[src/rtl/watch_time_setter.sv]
// Button-driven time-set controller: captures the running time, lets the user edit
// hours then minutes in BCD, and commits the result to the watch with a one-cycle load.
module watch_time_setter #(
  parameter bit          TWELVE_HR   = 1'b1,
  parameter logic [31:0] TIMEOUT_CYC = 32'd5000,
  parameter logic [15:0] BLINK_DIV   = 16'd250
) (
  input  logic       clk,
  input  logic       reset,
  input  logic       mode,
  input  logic       next,
  input  logic       inc,
  input  logic       dec,
  input  logic [3:0] cur_hr1,
  input  logic [3:0] cur_hr0,
  input  logic [3:0] cur_min1,
  input  logic [3:0] cur_min0,
  output logic [3:0] set_hr1,
  output logic [3:0] set_hr0,
  output logic [3:0] set_min1,
  output logic [3:0] set_min0,
  output logic       load,
  output logic       stop_req,
  output logic [1:0] field_sel,
  output logic       blink
);

  typedef enum logic [2:0] {
    S_IDLE, S_CAPTURE, S_EDIT_HR, S_EDIT_MIN, S_COMMIT
  } state_t;

  localparam logic [3:0] RST_HR1 = TWELVE_HR ? 4'd1 : 4'd0;
  localparam logic [3:0] RST_HR0 = TWELVE_HR ? 4'd2 : 4'd0;

  state_t      state_reg, state_next;
  logic [3:0]  hr1_reg, hr0_reg, min1_reg, min0_reg;
  logic [3:0]  hr1_next, hr0_next, min1_next, min0_next;
  logic        load_reg, load_next;
  logic        stop_reg, stop_next;
  logic [1:0]  field_reg, field_next;
  logic        blink_reg, blink_next;
  logic [31:0] tcnt_reg, tcnt_next;
  logic [15:0] bcnt_reg, bcnt_next;

  function automatic logic [7:0] bcd2bin(input logic [3:0] d1, input logic [3:0] d0);
    return {4'd0, d1} * 8'd10 + {4'd0, d0};
  endfunction

  function automatic logic [7:0] bin2bcd(input logic [7:0] v);
    logic [3:0] t;
    logic [3:0] o;
    t = 4'(v / 8'd10);
    o = 4'(v - {4'd0, t} * 8'd10);
    return {t, o};
  endfunction

  logic [7:0] hr_bin, min_bin, cap_hr, hr_up, hr_dn, min_up, min_dn;
  logic       cap_hr_ok, cap_min_ok;

  assign hr_bin  = bcd2bin(hr1_reg, hr0_reg);
  assign min_bin = bcd2bin(min1_reg, min0_reg);
  assign cap_hr  = bcd2bin(cur_hr1, cur_hr0);

  // Non-BCD digits must be rejected before the binary range check means anything.
  assign cap_hr_ok  = (cur_hr1 <= 4'd9) && (cur_hr0 <= 4'd9) &&
                      (TWELVE_HR ? (cap_hr >= 8'd1 && cap_hr <= 8'd12) : (cap_hr <= 8'd23));
  assign cap_min_ok = (cur_min1 <= 4'd5) && (cur_min0 <= 4'd9);

  assign hr_up  = bin2bcd(TWELVE_HR ? ((hr_bin == 8'd12) ? 8'd1 : hr_bin + 8'd1)
                                    : ((hr_bin == 8'd23) ? 8'd0 : hr_bin + 8'd1));
  assign hr_dn  = bin2bcd(TWELVE_HR ? ((hr_bin == 8'd1) ? 8'd12 : hr_bin - 8'd1)
                                    : ((hr_bin == 8'd0) ? 8'd23 : hr_bin - 8'd1));
  assign min_up = bin2bcd((min_bin == 8'd59) ? 8'd0 : min_bin + 8'd1);
  assign min_dn = bin2bcd((min_bin == 8'd0) ? 8'd59 : min_bin - 8'd1);

  always_ff @(posedge clk or negedge reset) begin
    if (!reset) begin
      state_reg <= S_IDLE;
      hr1_reg   <= RST_HR1;
      hr0_reg   <= RST_HR0;
      min1_reg  <= 4'd0;
      min0_reg  <= 4'd0;
      load_reg  <= 1'b0;
      stop_reg  <= 1'b0;
      field_reg <= 2'b00;
      blink_reg <= 1'b0;
      tcnt_reg  <= 32'd0;
      bcnt_reg  <= 16'd0;
    end else begin
      state_reg <= state_next;
      hr1_reg   <= hr1_next;
      hr0_reg   <= hr0_next;
      min1_reg  <= min1_next;
      min0_reg  <= min0_next;
      load_reg  <= load_next;
      stop_reg  <= stop_next;
      field_reg <= field_next;
      blink_reg <= blink_next;
      tcnt_reg  <= tcnt_next;
      bcnt_reg  <= bcnt_next;
    end
  end

  always_comb begin
    state_next = state_reg;
    hr1_next   = hr1_reg;
    hr0_next   = hr0_reg;
    min1_next  = min1_reg;
    min0_next  = min0_reg;
    load_next  = 1'b0;
    stop_next  = stop_reg;
    field_next = field_reg;
    blink_next = blink_reg;
    tcnt_next  = tcnt_reg;
    bcnt_next  = bcnt_reg;

    case (state_reg)
      S_IDLE: begin
        field_next = 2'b00;
        blink_next = 1'b0;
        if (mode) begin
          state_next = S_CAPTURE;
          stop_next  = 1'b1;
        end
      end
      S_CAPTURE: begin
        hr1_next   = cap_hr_ok  ? cur_hr1  : RST_HR1;
        hr0_next   = cap_hr_ok  ? cur_hr0  : RST_HR0;
        min1_next  = cap_min_ok ? cur_min1 : 4'd0;
        min0_next  = cap_min_ok ? cur_min0 : 4'd0;
        state_next = S_EDIT_HR;
        field_next = 2'b01;
        blink_next = 1'b1;
        bcnt_next  = 16'd0;
        tcnt_next  = 32'd0;
      end
      S_EDIT_HR, S_EDIT_MIN: begin
        if (bcnt_reg == BLINK_DIV - 16'd1) begin
          blink_next = ~blink_reg;
          bcnt_next  = 16'd0;
        end else begin
          bcnt_next = bcnt_reg + 16'd1;
        end
        if (mode) begin
          state_next = S_COMMIT;
          load_next  = 1'b1;
          blink_next = 1'b0;
          tcnt_next  = 32'd0;
        end else if (next) begin
          state_next = (state_reg == S_EDIT_HR) ? S_EDIT_MIN : S_EDIT_HR;
          field_next = (state_reg == S_EDIT_HR) ? 2'b10 : 2'b01;
          blink_next = 1'b1;
          bcnt_next  = 16'd0;
          tcnt_next  = 32'd0;
        end else if (inc || dec) begin
          tcnt_next = 32'd0;
          // inc and dec together cancel: no field update, only the timeout restarts.
          if (inc != dec) begin
            if (state_reg == S_EDIT_HR) begin
              {hr1_next, hr0_next} = inc ? hr_up : hr_dn;
            end else begin
              {min1_next, min0_next} = inc ? min_up : min_dn;
            end
          end
        end else if (tcnt_reg == TIMEOUT_CYC - 32'd1) begin
          state_next = S_IDLE;
          stop_next  = 1'b0;
          field_next = 2'b00;
          blink_next = 1'b0;
          tcnt_next  = 32'd0;
        end else begin
          tcnt_next = tcnt_reg + 32'd1;
        end
      end
      S_COMMIT: begin
        state_next = S_IDLE;
        stop_next  = 1'b0;
        field_next = 2'b00;
        blink_next = 1'b0;
      end
      default: begin
        state_next = S_IDLE;
        stop_next  = 1'b0;
        field_next = 2'b00;
        blink_next = 1'b0;
      end
    endcase
  end

  assign set_hr1   = hr1_reg;
  assign set_hr0   = hr0_reg;
  assign set_min1  = min1_reg;
  assign set_min0  = min0_reg;
  assign load      = load_reg;
  assign stop_req  = stop_reg;
  assign field_sel = field_reg;
  assign blink     = blink_reg;

endmodule

[config.mk]
export PLATFORM = sky130hd
export DESIGN_NAME = watch_time_setter
export DESIGN_NICKNAME = d
export VERILOG_FILES = /design/src/rtl/watch_time_setter.sv
export SDC_FILE = /design/constraint.sdc
export NUM_CORES = 1
export LEC_CHECK = 0
export CAP_MARGIN = 25
export CORE_AREA = 5 5 101 175
export CTS_CLUSTER_DIAMETER = 40
export DETAILED_ROUTE_END_ITERATION = 12
export DIE_AREA = 0 0 106 180
export DONT_BUFFER_PORTS = 1
export GPL_TIMING_DRIVEN = 0
export PLACE_DENSITY = 0.68
export REMOVE_ABC_BUFFERS = 1
export SETUP_SLACK_MARGIN = 0.4
export SYNTH_ARGS = -nofsm -noshare
export SYNTH_HDL_FRONTEND = slang
export SYNTH_SLANG_ARGS = --single-unit
[constraint.sdc]
create_clock -name clk -period 8.27 [get_ports clk]
set_input_delay 0.827 -clock clk [delete_from_list [all_inputs] [get_ports clk]]
set_output_delay 0.827 -clock clk [all_outputs]
set_load 0.05 [all_outputs]
==> summary.json, run 1 <==
{
  "outcome": {"value": "complete, no violations"},
  "first_global_vias": {"value": 7528},
  "io_pins": {"value": 43},
  "clockBufferDepth": {"value": 2},
  "fin_ws": {"value": 953.6, "unit": "ps"},
  "global_route_wire_length_before_repair": {"value": 36.10, "unit": "mm"},
  "die-area": {"value": 19080, "unit": "sq um"},
  "finalNetCount": {"value": 1062},
  "area_growth": {"value": 6.889, "unit": "%"},
  "total_of_endpoints_with_negative_setup_slack_in_the_final_report": {"value": 0},
  "synth-main-ff-cell": {"value": "dfrtp_1"},
  "cts_tree": {"value": "done"},
  "slowest_cell_delay_on_critical_path": {"value": 780, "unit": "ps"},
  "hpwl": {"value": 16.57, "unit": "mm"},
  "grt_max_degree": {"value": 73},
  "max_cap_viol_count": {"value": 0},
  "relative_slew_slack": {"value": 28.00, "unit": "%"},
  "gpl.final_weighted_congestion": {"value": 0.9660},
  "antenna_violating_nets_post_route": {"value": 0},
  "ys_warn_count": {"value": 0},
  "r2r-end": {"value": "set_hr0[3]"},
  "cts.htree.levels": {"value": 3},
  "width_of_the_chip": {"value": 106, "unit": "um"},
  "wire_per_inst": {"value": 18.37, "unit": "um"},
  "synth_edf_count": {"value": 0},
  "post-route-drc-count": {"value": 0},
  "cp_slowest_cell": {"value": "dfstp_2"},
  "grt_util_all_layers": {"value": 22.67, "unit": "%"},
  "worst-path-stages": {"value": 25},
  "count_of_clock_tree_sinks": {"value": 72},
  "synth_cells": {"value": 1003},
  "fp.dieH": {"value": 180, "unit": "um"},
  "syn-cell-area": {"value": 7883, "unit": "sq um"},
  "grt_setup_unrepaired": {"value": "true"},
  "floorplan.initialDensity": {"value": 48.85, "unit": "%"},
  "synth_sequential_area_ratio": {"value": 22.89, "unit": "%"},
  "critPathCaptureType": {"value": "flop"},
  "cts_root_buffer": {"value": "clkbuf_16"},
  "avgSynthCellArea": {"value": 7.859, "unit": "sq um"},
  "peak_clock_frequency_supported_by_timing": {"value": 0.1367, "unit": "GHz"},
  "timing_worst_slew_pin_value": {"value": 1080, "unit": "ps"},
  "critical_path.max_fanout": {"value": 11},
  "cp-start-kind": {"value": "flop"},
  "worst_r2r_path_depth": {"value": 25},
  "cts_inserted_buffers": {"value": 9},
  "finalHoldViolations": {"value": 0},
  "async_reset_ff_share": {"value": 100.0, "unit": "%"},
  "worst_slack_after_detailed_placement": {"value": -15.70, "unit": "ps"},
  "synth_cell_types": {"value": 88},
  "routed_wl": {"value": 21.63, "unit": "mm"},
  "layout_common_cells": {"value": "nor2_1 (106), nand2_1 (89), dfrtp_1 (65), a21oi_1 (62)"},
  "synth_largest_type_area_fraction": {"value": 22.22, "unit": "%"},
  "worstPathArrival": {"value": 7550, "unit": "ps"},
  "global_route_overflow": {"value": 0},
  "period_needed": {"value": 7316, "unit": "ps"},
  "dr_total_vias": {"value": 7636},
  "clock_skew": {"value": 5.385, "unit": "ps"},
  "critical_path_buf_inv_count": {"value": 2},
  "maxSlewViolCount": {"value": 0},
  "synth_top_area_cells": {"value": "dfrtp_1 (22%), ha_1 (7.9%), nor2_1 (5.1%)"},
  "number_of_antenna_violations_at_the_first_check_in_global_routing": {"value": 0},
  "crit_startpoint": {"value": "set_hr1[0]"},
  "timing.hold.worst.class": {"value": "in -> async"},
  "ys_seq_elements": {"value": 72},
  "crit_type": {"value": "reg -> reg"},
  "largest_register_ff_count": {"value": 32},
  "vias_per_cell": {"value": 6.488},
  "critPathCapture": {"value": "set_hr0[3]"},
  "postCtsHoldBufs": {"value": 0},
  "path_clk_slew": {"value": 60, "unit": "ps"},
  "detailedRoute.firstIterationViolations": {"value": 522},
  "drive_above_1_share": {"value": 6.701, "unit": "%"},
  "worst_r2r_startpoint": {"value": "set_hr1[0]"},
  "clk-insertion-delay-late": {"value": 330, "unit": "ps"},
  "layout.cells.most_common": {"value": "nor2_1"},
  "place.port_buffers": {"value": 0},
  "yosys.area.top_type": {"value": "dfrtp_1"},
  "dr.pass1.iters": {"value": 7},
  "antennaDiodeCount": {"value": 0},
  "reg2reg_setup_slack": {"value": 950, "unit": "ps"},
  "final.period_utilization": {"value": 88.47, "unit": "%"},
  "number_of_rows_in_the_core_area": {"value": 62},
  "timing.critical_path.mode_cell": {"value": "ha_1"},
  "cpLargestDelayFamily": {"value": "compound AO/OA/AOI/OAI gates"},
  "cp_data_required_time": {"value": 8510, "unit": "ps"},
  "design.core.area": {"value": 16140, "unit": "sq um"}
}
==> final cells by class <==
type | count | area, sq um
fill | 1576 | 7710
clock inverter | 4 | 98.84
sequential | 72 | 1813
tap | 192 | 240.2
clock buffer | 12 | 266.5
timing repair buffer | 7 | 72.57
multi-input combinational | 859 | 5818
inverter | 31 | 116.4
==> cell families after synthesis <==
family / after synthesis / synth area share [%]
and+or+nand+nor: 411 / 25.81
DFF: 72 / 22.89
xor gates and xnor gates: 70 / 8.318
buffers and inverters: 72 / 3.667
adders and majority gates: 62 / 10.73
muxes: 15 / 1.968
AOI/OAI and AO/OA: 301 / 26.62
==> routing by layer <==
metal	track usage (%)	wire, um	vias to the layer above
li1	-	-	3707
met1	25.18	8460	3664
met2	41.87	11350	194
met3	3.302	823	71
met4	10.37	995	0
met5	0	0	-
==> per-stage QoR <==
step | hold WS, ps | cell area (sq um) | instances | TNS (ps) | utilization, %
5_1_grt | 171.4 | 8426 | 1177 | 0 | 52.22
3_3_place_gp | 459.1 | 7950 | 1154 | 0 | 49.27
2_1_floorplan | 437.5 | 7710 | 962 | 0 | -
3_5_place_dp | 464.8 | 8008 | 1158 | -15.70 | 49.63
6_report | 186.8 | 8426 | 1177 | 0 | 52.22
4_1_cts | 177.5 | 8396 | 1177 | 0 | 52.03
==> cells in the mapped netlist, drive strengths merged (27+ instances only) <==
| library cell | instances |
|---|---|
| a21oi | 65 |
| inv | 30 |
| xnor2 | 29 |
| nand3 | 58 |
| nor2 | 107 |
| xor2 | 39 |
| clkbuf | 35 |
| nor3 | 27 |
| ha | 50 |
| dfrtp | 70 |
| o21ai | 62 |
| nand2 | 89 |
==> how the worst min path moves through the flow <==
stage          depth (start not counted)  slack [ps]           end        start
6_report                               0         190  tcnt_reg[21]        reset
5_1_grt                                0         170  tcnt_reg[21]        reset
2_1_floorplan                          1         440   bcnt_reg[7]  bcnt_reg[7]
3_5_place_dp                           1         460   bcnt_reg[7]  bcnt_reg[7]
3_3_place_gp                           1         460   bcnt_reg[7]  bcnt_reg[7]
4_1_cts                                0         180  tcnt_reg[21]        reset
==> what timing repair did <==
| item | CTS | global route |
|---|---|---|
| pin swaps | 1 | 0 |
| buffers inserted | 3 | 0 |
| setup endpoints to repair | 3 | 5 |
| resized for setup | 0 | 10 |
Power of run 1 is not shown: default switching activity piles up to over one toggle a cycle in this logic, so the estimate is an artifact.
==> run 2: changes to the inputs <==
Settings changed: REMOVE_ABC_BUFFERS 1 to default.
==> run 2 against run 1 <==
- maximum frequency fell by 4.2%
- sequential cell count unchanged
- clock skew up 2.0 ps
- routed wire length is 6.0% higher
- register-to-register slack worse by 320 ps
- via count is 1.7% higher
- final area is 0.42% higher
- setup slack worse by 320 ps
- largest cell class unchanged
==> summary.json, run 2 (same netlist as run 1, synthesis figures left out) <==
{
  "timing_worst_slew_pin_value": {"value": 956.0, "unit": "ps"},
  "postPlaceCellArea": {"value": 8123, "unit": "sq um"},
  "width_of_the_chip": {"value": 106, "unit": "um"},
  "first_global_vias": {"value": 7430},
  "hpwl": {"value": 17.87, "unit": "mm"},
  "cp_data_required_time": {"value": 8480, "unit": "ps"},
  "critical_path.max_fanout": {"value": 9},
  "worstPathArrival": {"value": 7850, "unit": "ps"},
  "design.core.area": {"value": 16140, "unit": "sq um"},
  "number_of_antenna_violations_at_the_first_check_in_global_routing": {"value": 0},
  "grt_setup_unrepaired": {"value": "true"},
  "synth_net_count": {"value": 1085},
  "global_route_wire_length_before_repair": {"value": 36.81, "unit": "mm"},
  "clock_skew": {"value": 7.396, "unit": "ps"},
  "cts_inserted_buffers": {"value": 9},
  "critPathCaptureType": {"value": "flop"},
  "timing.hold.worst.class": {"value": "in -> async"},
  "floorplan.initialDensity": {"value": 48.85, "unit": "%"},
  "period_needed": {"value": 7638, "unit": "ps"},
  "dr_total_vias": {"value": 7767},
  "wire_per_inst": {"value": 18.91, "unit": "um"},
  "area_growth": {"value": 7.333, "unit": "%"},
  "finalNetCount": {"value": 1097},
  "post-route-drc-count": {"value": 0},
  "number_of_rows_in_the_core_area": {"value": 62},
  "drive_above_1_share": {"value": 6.569, "unit": "%"},
  "clockBufferDepth": {"value": 2},
  "maxSlewViolCount": {"value": 0},
  "total_of_endpoints_with_negative_setup_slack_in_the_final_report": {"value": 0},
  "io_pins": {"value": 43},
  "crit_type": {"value": "reg -> reg"},
  "global_route_overflow": {"value": 0},
  "detailedRoute.firstIterationViolations": {"value": 503},
  "vias_per_cell": {"value": 6.408},
  "die-area": {"value": 19080, "unit": "sq um"},
  "fin_tns_setup": {"value": 0, "unit": "ps"},
  "count_of_clock_tree_sinks": {"value": 72},
  "worst_r2r_path_depth": {"value": 26},
  "place.port_buffers": {"value": 0},
  "max_cap_viol_count": {"value": 0},
  "gpl.final_weighted_congestion": {"value": 0.9135},
  "final_design_area_no_fill": {"value": 8461, "unit": "sq um"},
  "routed_wl": {"value": 22.91, "unit": "mm"},
  "postCtsHoldBufs": {"value": 0},
  "antenna_violating_nets_post_route": {"value": 0},
  "cts_tree": {"value": "done"},
  "path_clk_slew": {"value": 60, "unit": "ps"},
  "layout_common_cells": {"value": "nor2_1 (106), nand2_1 (89), dfrtp_1 (65), a21oi_1 (61), nand3_1 (58)"},
  "antennaDiodeCount": {"value": 0},
  "peak_clock_frequency_supported_by_timing": {"value": 0.1309, "unit": "GHz"},
  "relative_slew_slack": {"value": 36.27, "unit": "%"},
  "cts.htree.levels": {"value": 3},
  "final.period_utilization": {"value": 92.36, "unit": "%"},
  "clk-insertion-delay-late": {"value": 340, "unit": "ps"},
  "largest_register_ff_count": {"value": 32},
  "layout.cells.most_common": {"value": "nor2_1"},
  "fp.dieH": {"value": 180, "unit": "um"},
  "grt_util_all_layers": {"value": 23.49, "unit": "%"},
  "outcome": {"value": "complete, no violations"},
  "finalHoldViolations": {"value": 0},
  "dr.pass1.iters": {"value": 8},
  "cp-start-kind": {"value": "flop"},
  "grt_max_degree": {"value": 73},
  "cts_root_buffer": {"value": "clkbuf_16"}
}
==> run 2: repair_timing <==
action	CTS	global route
gates resized for setup	4	14
pin swaps	1	0
endpoints found under the setup margin	3	4
setup buffers	1	0
==> run 2: worst max-delay path, stage by stage, from the launching register on <==
cell,delay (ps)
dfrtp_4,600
ha_1,340
ha_1,210
fa_1,650
a21bo_2,280
o22a_1,280
a211oi_1,460
nor2_1,160
a221oi_2,540
nor2_1,100
a221o_1,320
a21oi_1,430
ha_1,340
and2_1,220
a21o_4,170
inv_1,50
ha_1,270
nand2_1,40
nor2_1,180
nor2b_1,90
a221oi_2,420
inv_1,90
ha_1,200
fa_1,370
xor2_1,180
xnor2_1,170
o311ai_2,330
==> run 2: final cells by class <==
type | count | area (sq um)
Tap cell | 192 | 240.2
Clock buffer | 9 | 225.2
Multi-Input combinational cell | 859 | 5839
Inverter | 31 | 116.4
Clock inverter | 7 | 45.04
Buffer | 41 | 173.9
Fill cell | 1578 | 7675
Timing Repair Buffer | 1 | 7.507
Sequential cell | 72 | 1813
==> run 2: per-layer routing <==
layer  wire length (um)  GRT usage (%)  up-vias  part of all wire, %
li1                   -              -     3777                    -
met1               8460          24.54     3693                   37
met2              12340          44.25      227                   54
met3               1156          4.092       70                  5.0
met4                958          11.62        0                  4.2
met5                  0              0        -                    0
==> run 2: worst paths after layout <==
kind                             start     endpoint  slack (ps)
hold / removal                   reset  set_min0[2]         170
min in group clk           bcnt_reg[7]  bcnt_reg[7]         500
hold reg to reg            bcnt_reg[7]  bcnt_reg[7]         500
setup / recovery            set_hr1[3]   set_hr0[3]         630
setup reg to reg            set_hr1[3]   set_hr0[3]         630
max in group asynchronous        reset   set_hr0[1]        7870
==> run 2: per-stage QoR <==
stage | utilization, % | hold slack [ps] | setup WS (ps) | std cells
6_report | 52.43 | 174.4 | 631.7 | 1212
5_1_grt | 52.43 | 168.7 | 344.0 | 1212
4_1_cts | 52.12 | 172.2 | 484.6 | 1212
3_5_place_dp | 50.34 | 477.4 | -260.8 | 1195
3_3_place_gp | 50.34 | 470.7 | -128.9 | 1195
2_1_floorplan | - | 437.5 | 1214 | 1003
Power of run 2 is left out for the same reason.
==> run 3: changes to the inputs <==
Settings changed: CORE_AREA 5 5 101 175 to 5 5 132 134, DIE_AREA 0 0 106 180 to 0 0 137 139.
==> run 3 against run 2 <==
- clock-buffer cell count increased by 1
- die area shrank 0.19%
- cell count is 2.5% higher
- routed wire length fell by 9.6%
- hold slack better by 4.0 ps
- highest routed layer unchanged
==> summary.json, run 3 (same netlist as run 1, synthesis figures left out) <==
{
  "grt_setup_unrepaired": {"value": "true"},
  "largest_register_ff_count": {"value": 32},
  "multi_input_area": {"value": 5827, "unit": "sq um"},
  "met2_track_utilization_from_global_routing": {"value": 35.48, "unit": "%"},
  "maxSlewViolCount": {"value": 0},
  "total_of_endpoints_with_negative_setup_slack_in_the_final_report": {"value": 0},
  "worstPathArrival": {"value": 7670, "unit": "ps"},
  "place.detailed.instances": {"value": 1223},
  "peak_clock_frequency_supported_by_timing": {"value": 0.1346, "unit": "GHz"},
  "reg2reg_setup_slack": {"value": 840, "unit": "ps"},
  "clockBufferDepth": {"value": 2},
  "period_needed": {"value": 7428, "unit": "ps"},
  "clk-insertion-delay-late": {"value": 340, "unit": "ps"},
  "cts_root_buffer": {"value": "clkbuf_16"},
  "count_of_clock_tree_sinks": {"value": 72},
  "grt_max_degree": {"value": 73},
  "fin_ws": {"value": 841.7, "unit": "ps"},
  "grt_util_all_layers": {"value": 22.08, "unit": "%"},
  "worst_r2r_startpoint": {"value": "set_hr1[3]"},
  "area_growth": {"value": 8.540, "unit": "%"},
  "first_global_vias": {"value": 7197},
  "dr.pass1.iters": {"value": 5},
  "slowest_cell_delay_on_critical_path": {"value": 610, "unit": "ps"},
  "timing_worst_slew_pin_value": {"value": 1000, "unit": "ps"},
  "cts_tree": {"value": "done"},
  "cp_slowest_cell": {"value": "fa_2"},
  "use_met3": {"value": 3.556, "unit": "%"},
  "gpl.final_weighted_congestion": {"value": 0.9494},
  "hpwl": {"value": 15.89, "unit": "mm"},
  "post-route-util": {"value": 52.91, "unit": "%"},
  "number_of_non_filler_instances_in_the_completed_layout": {"value": 1242},
  "routed_wl": {"value": 20.71, "unit": "mm"},
  "die-area": {"value": 19040, "unit": "sq um"},
  "seq_area": {"value": 1812, "unit": "sq um"},
  "floorplan.initialDensity": {"value": 48.74, "unit": "%"},
  "max_cap_viol_count": {"value": 0},
  "io_pins": {"value": 43},
  "detailedRoute.firstIterationViolations": {"value": 679},
  "worst_r2r_path_depth": {"value": 32},
  "postCtsHoldBufs": {"value": 0},
  "grtUsageMet1": {"value": 30.16, "unit": "%"},
  "cp-start-kind": {"value": "flop"},
  "r2r-end": {"value": "set_hr0[3]"},
  "number_of_antenna_violations_at_the_first_check_in_global_routing": {"value": 0},
  "critical_path.max_fanout": {"value": 10},
  "post-route-drc-count": {"value": 0},
  "timing.hold.worst.class": {"value": "in -> async"},
  "vias_per_cell": {"value": 6.145},
  "global_route_wire_length_before_repair": {"value": 35.20, "unit": "mm"},
  "grt_busiest_layer": {"value": "met2"},
  "path_clk_slew": {"value": 60, "unit": "ps"},
  "clock_skew": {"value": 8.872, "unit": "ps"},
  "cp_data_required_time": {"value": 8510, "unit": "ps"},
  "final.period_utilization": {"value": 89.82, "unit": "%"},
  "drive_above_1_share": {"value": 6.458, "unit": "%"},
  "cts.htree.levels": {"value": 3},
  "cts_inserted_buffers": {"value": 9},
  "layout_common_cells": {"value": "nor2_1 (107), nand2_1 (89), dfrtp_1 (66), a21oi_1 (61)"},
  "fin_tns_setup": {"value": 0, "unit": "ps"},
  "critPathCaptureType": {"value": "flop"},
  "crit_type": {"value": "reg -> reg"},
  "global_route_overflow": {"value": 0},
  "width_of_the_chip": {"value": 137, "unit": "um"},
  "finalHoldViolations": {"value": 0},
  "number_of_rows_in_the_core_area": {"value": 47},
  "antenna_violating_nets_post_route": {"value": 0},
  "synth_net_count": {"value": 1085},
  "place.port_buffers": {"value": 0},
  "wire_per_inst": {"value": 16.68, "unit": "um"},
  "fillCellCount": {"value": 1574},
  "worst_slack_after_detailed_placement": {"value": 68.59, "unit": "ps"},
  "layout.cells.most_common": {"value": "nor2_1"},
  "fp.dieH": {"value": 139, "unit": "um"},
  "relative_slew_slack": {"value": 33.33, "unit": "%"},
  "outcome": {"value": "complete, no violations"},
  "finalNetCount": {"value": 1099},
  "antennaDiodeCount": {"value": 0},
  "timing.critical_path.mode_cell": {"value": "ha_1"},
  "dr_total_vias": {"value": 7632},
  "design.core.area": {"value": 16170, "unit": "sq um"}
}
## run 3: final cells by class
type                       count  area share (%)
clock buffer                  10           2.793
inverter                      31           1.360
sequential                    72           21.18
timing repair buffer           3          0.2632
tap                          220           3.217
multi-input combinational    859           68.10
buffer                        41           2.033
clock inverter                 6           1.053
## run 3: stage by stage
step | instance area [sq um] | hold WS, ps
3_5_place_dp | 8158 | 468.2
4_1_cts | 8497 | 170.8
6_report | 8556 | 178.4
3_3_place_gp | 8158 | 470.2
5_1_grt | 8556 | 166.4
2_1_floorplan | 7883 | 437.5
## run 3: worst max-delay path by stage
stage | start | to | slack (ps) | cells past startpoint
after floorplan | set_hr1[3] | set_hr0[3] | 1210 | 31
after global placement | set_hr1[3] | set_hr0[3] | 150 | 31
after detailed placement | set_hr1[3] | set_hr0[3] | 70 | 31
after CTS | set_hr1[2] | set_hr0[3] | 470 | 31
after global routing | set_hr1[3] | set_hr0[3] | 350 | 32
final | set_hr1[3] | set_hr0[3] | 840 | 32
## run 3: metal layers
| layer | vias to the layer above | routed length, um |
|---|---|---|
| met5 | - | 0 |
| met4 | 0 | 508 |
| met3 | 42 | 1145 |
| met2 | 205 | 9708 |
| met1 | 3594 | 9352 |
| li1 | 3791 | - |
## run 3: critical path, delay by kind of cell (launching register included)
family,cells,cell delay (ps)
DFF,1,600
AOI/OAI and AO/OA,8,1530
muxes,1,120
xor gates and xnor gates,2,330
adders and majority gates,7,2190
buffers and inverters,5,680
and+or+nand+nor,9,1870
## run 3: timing repair
| item | 4_1_cts | 5_1_grt |
|---|---|---|
| resized for setup | 4 | 11 |
| pin swaps | 0 | 1 |
| buffers inserted | 0 | 3 |
| setup endpoints to repair | 2 | 5 |
Power of run 3 is left out for the same reason.
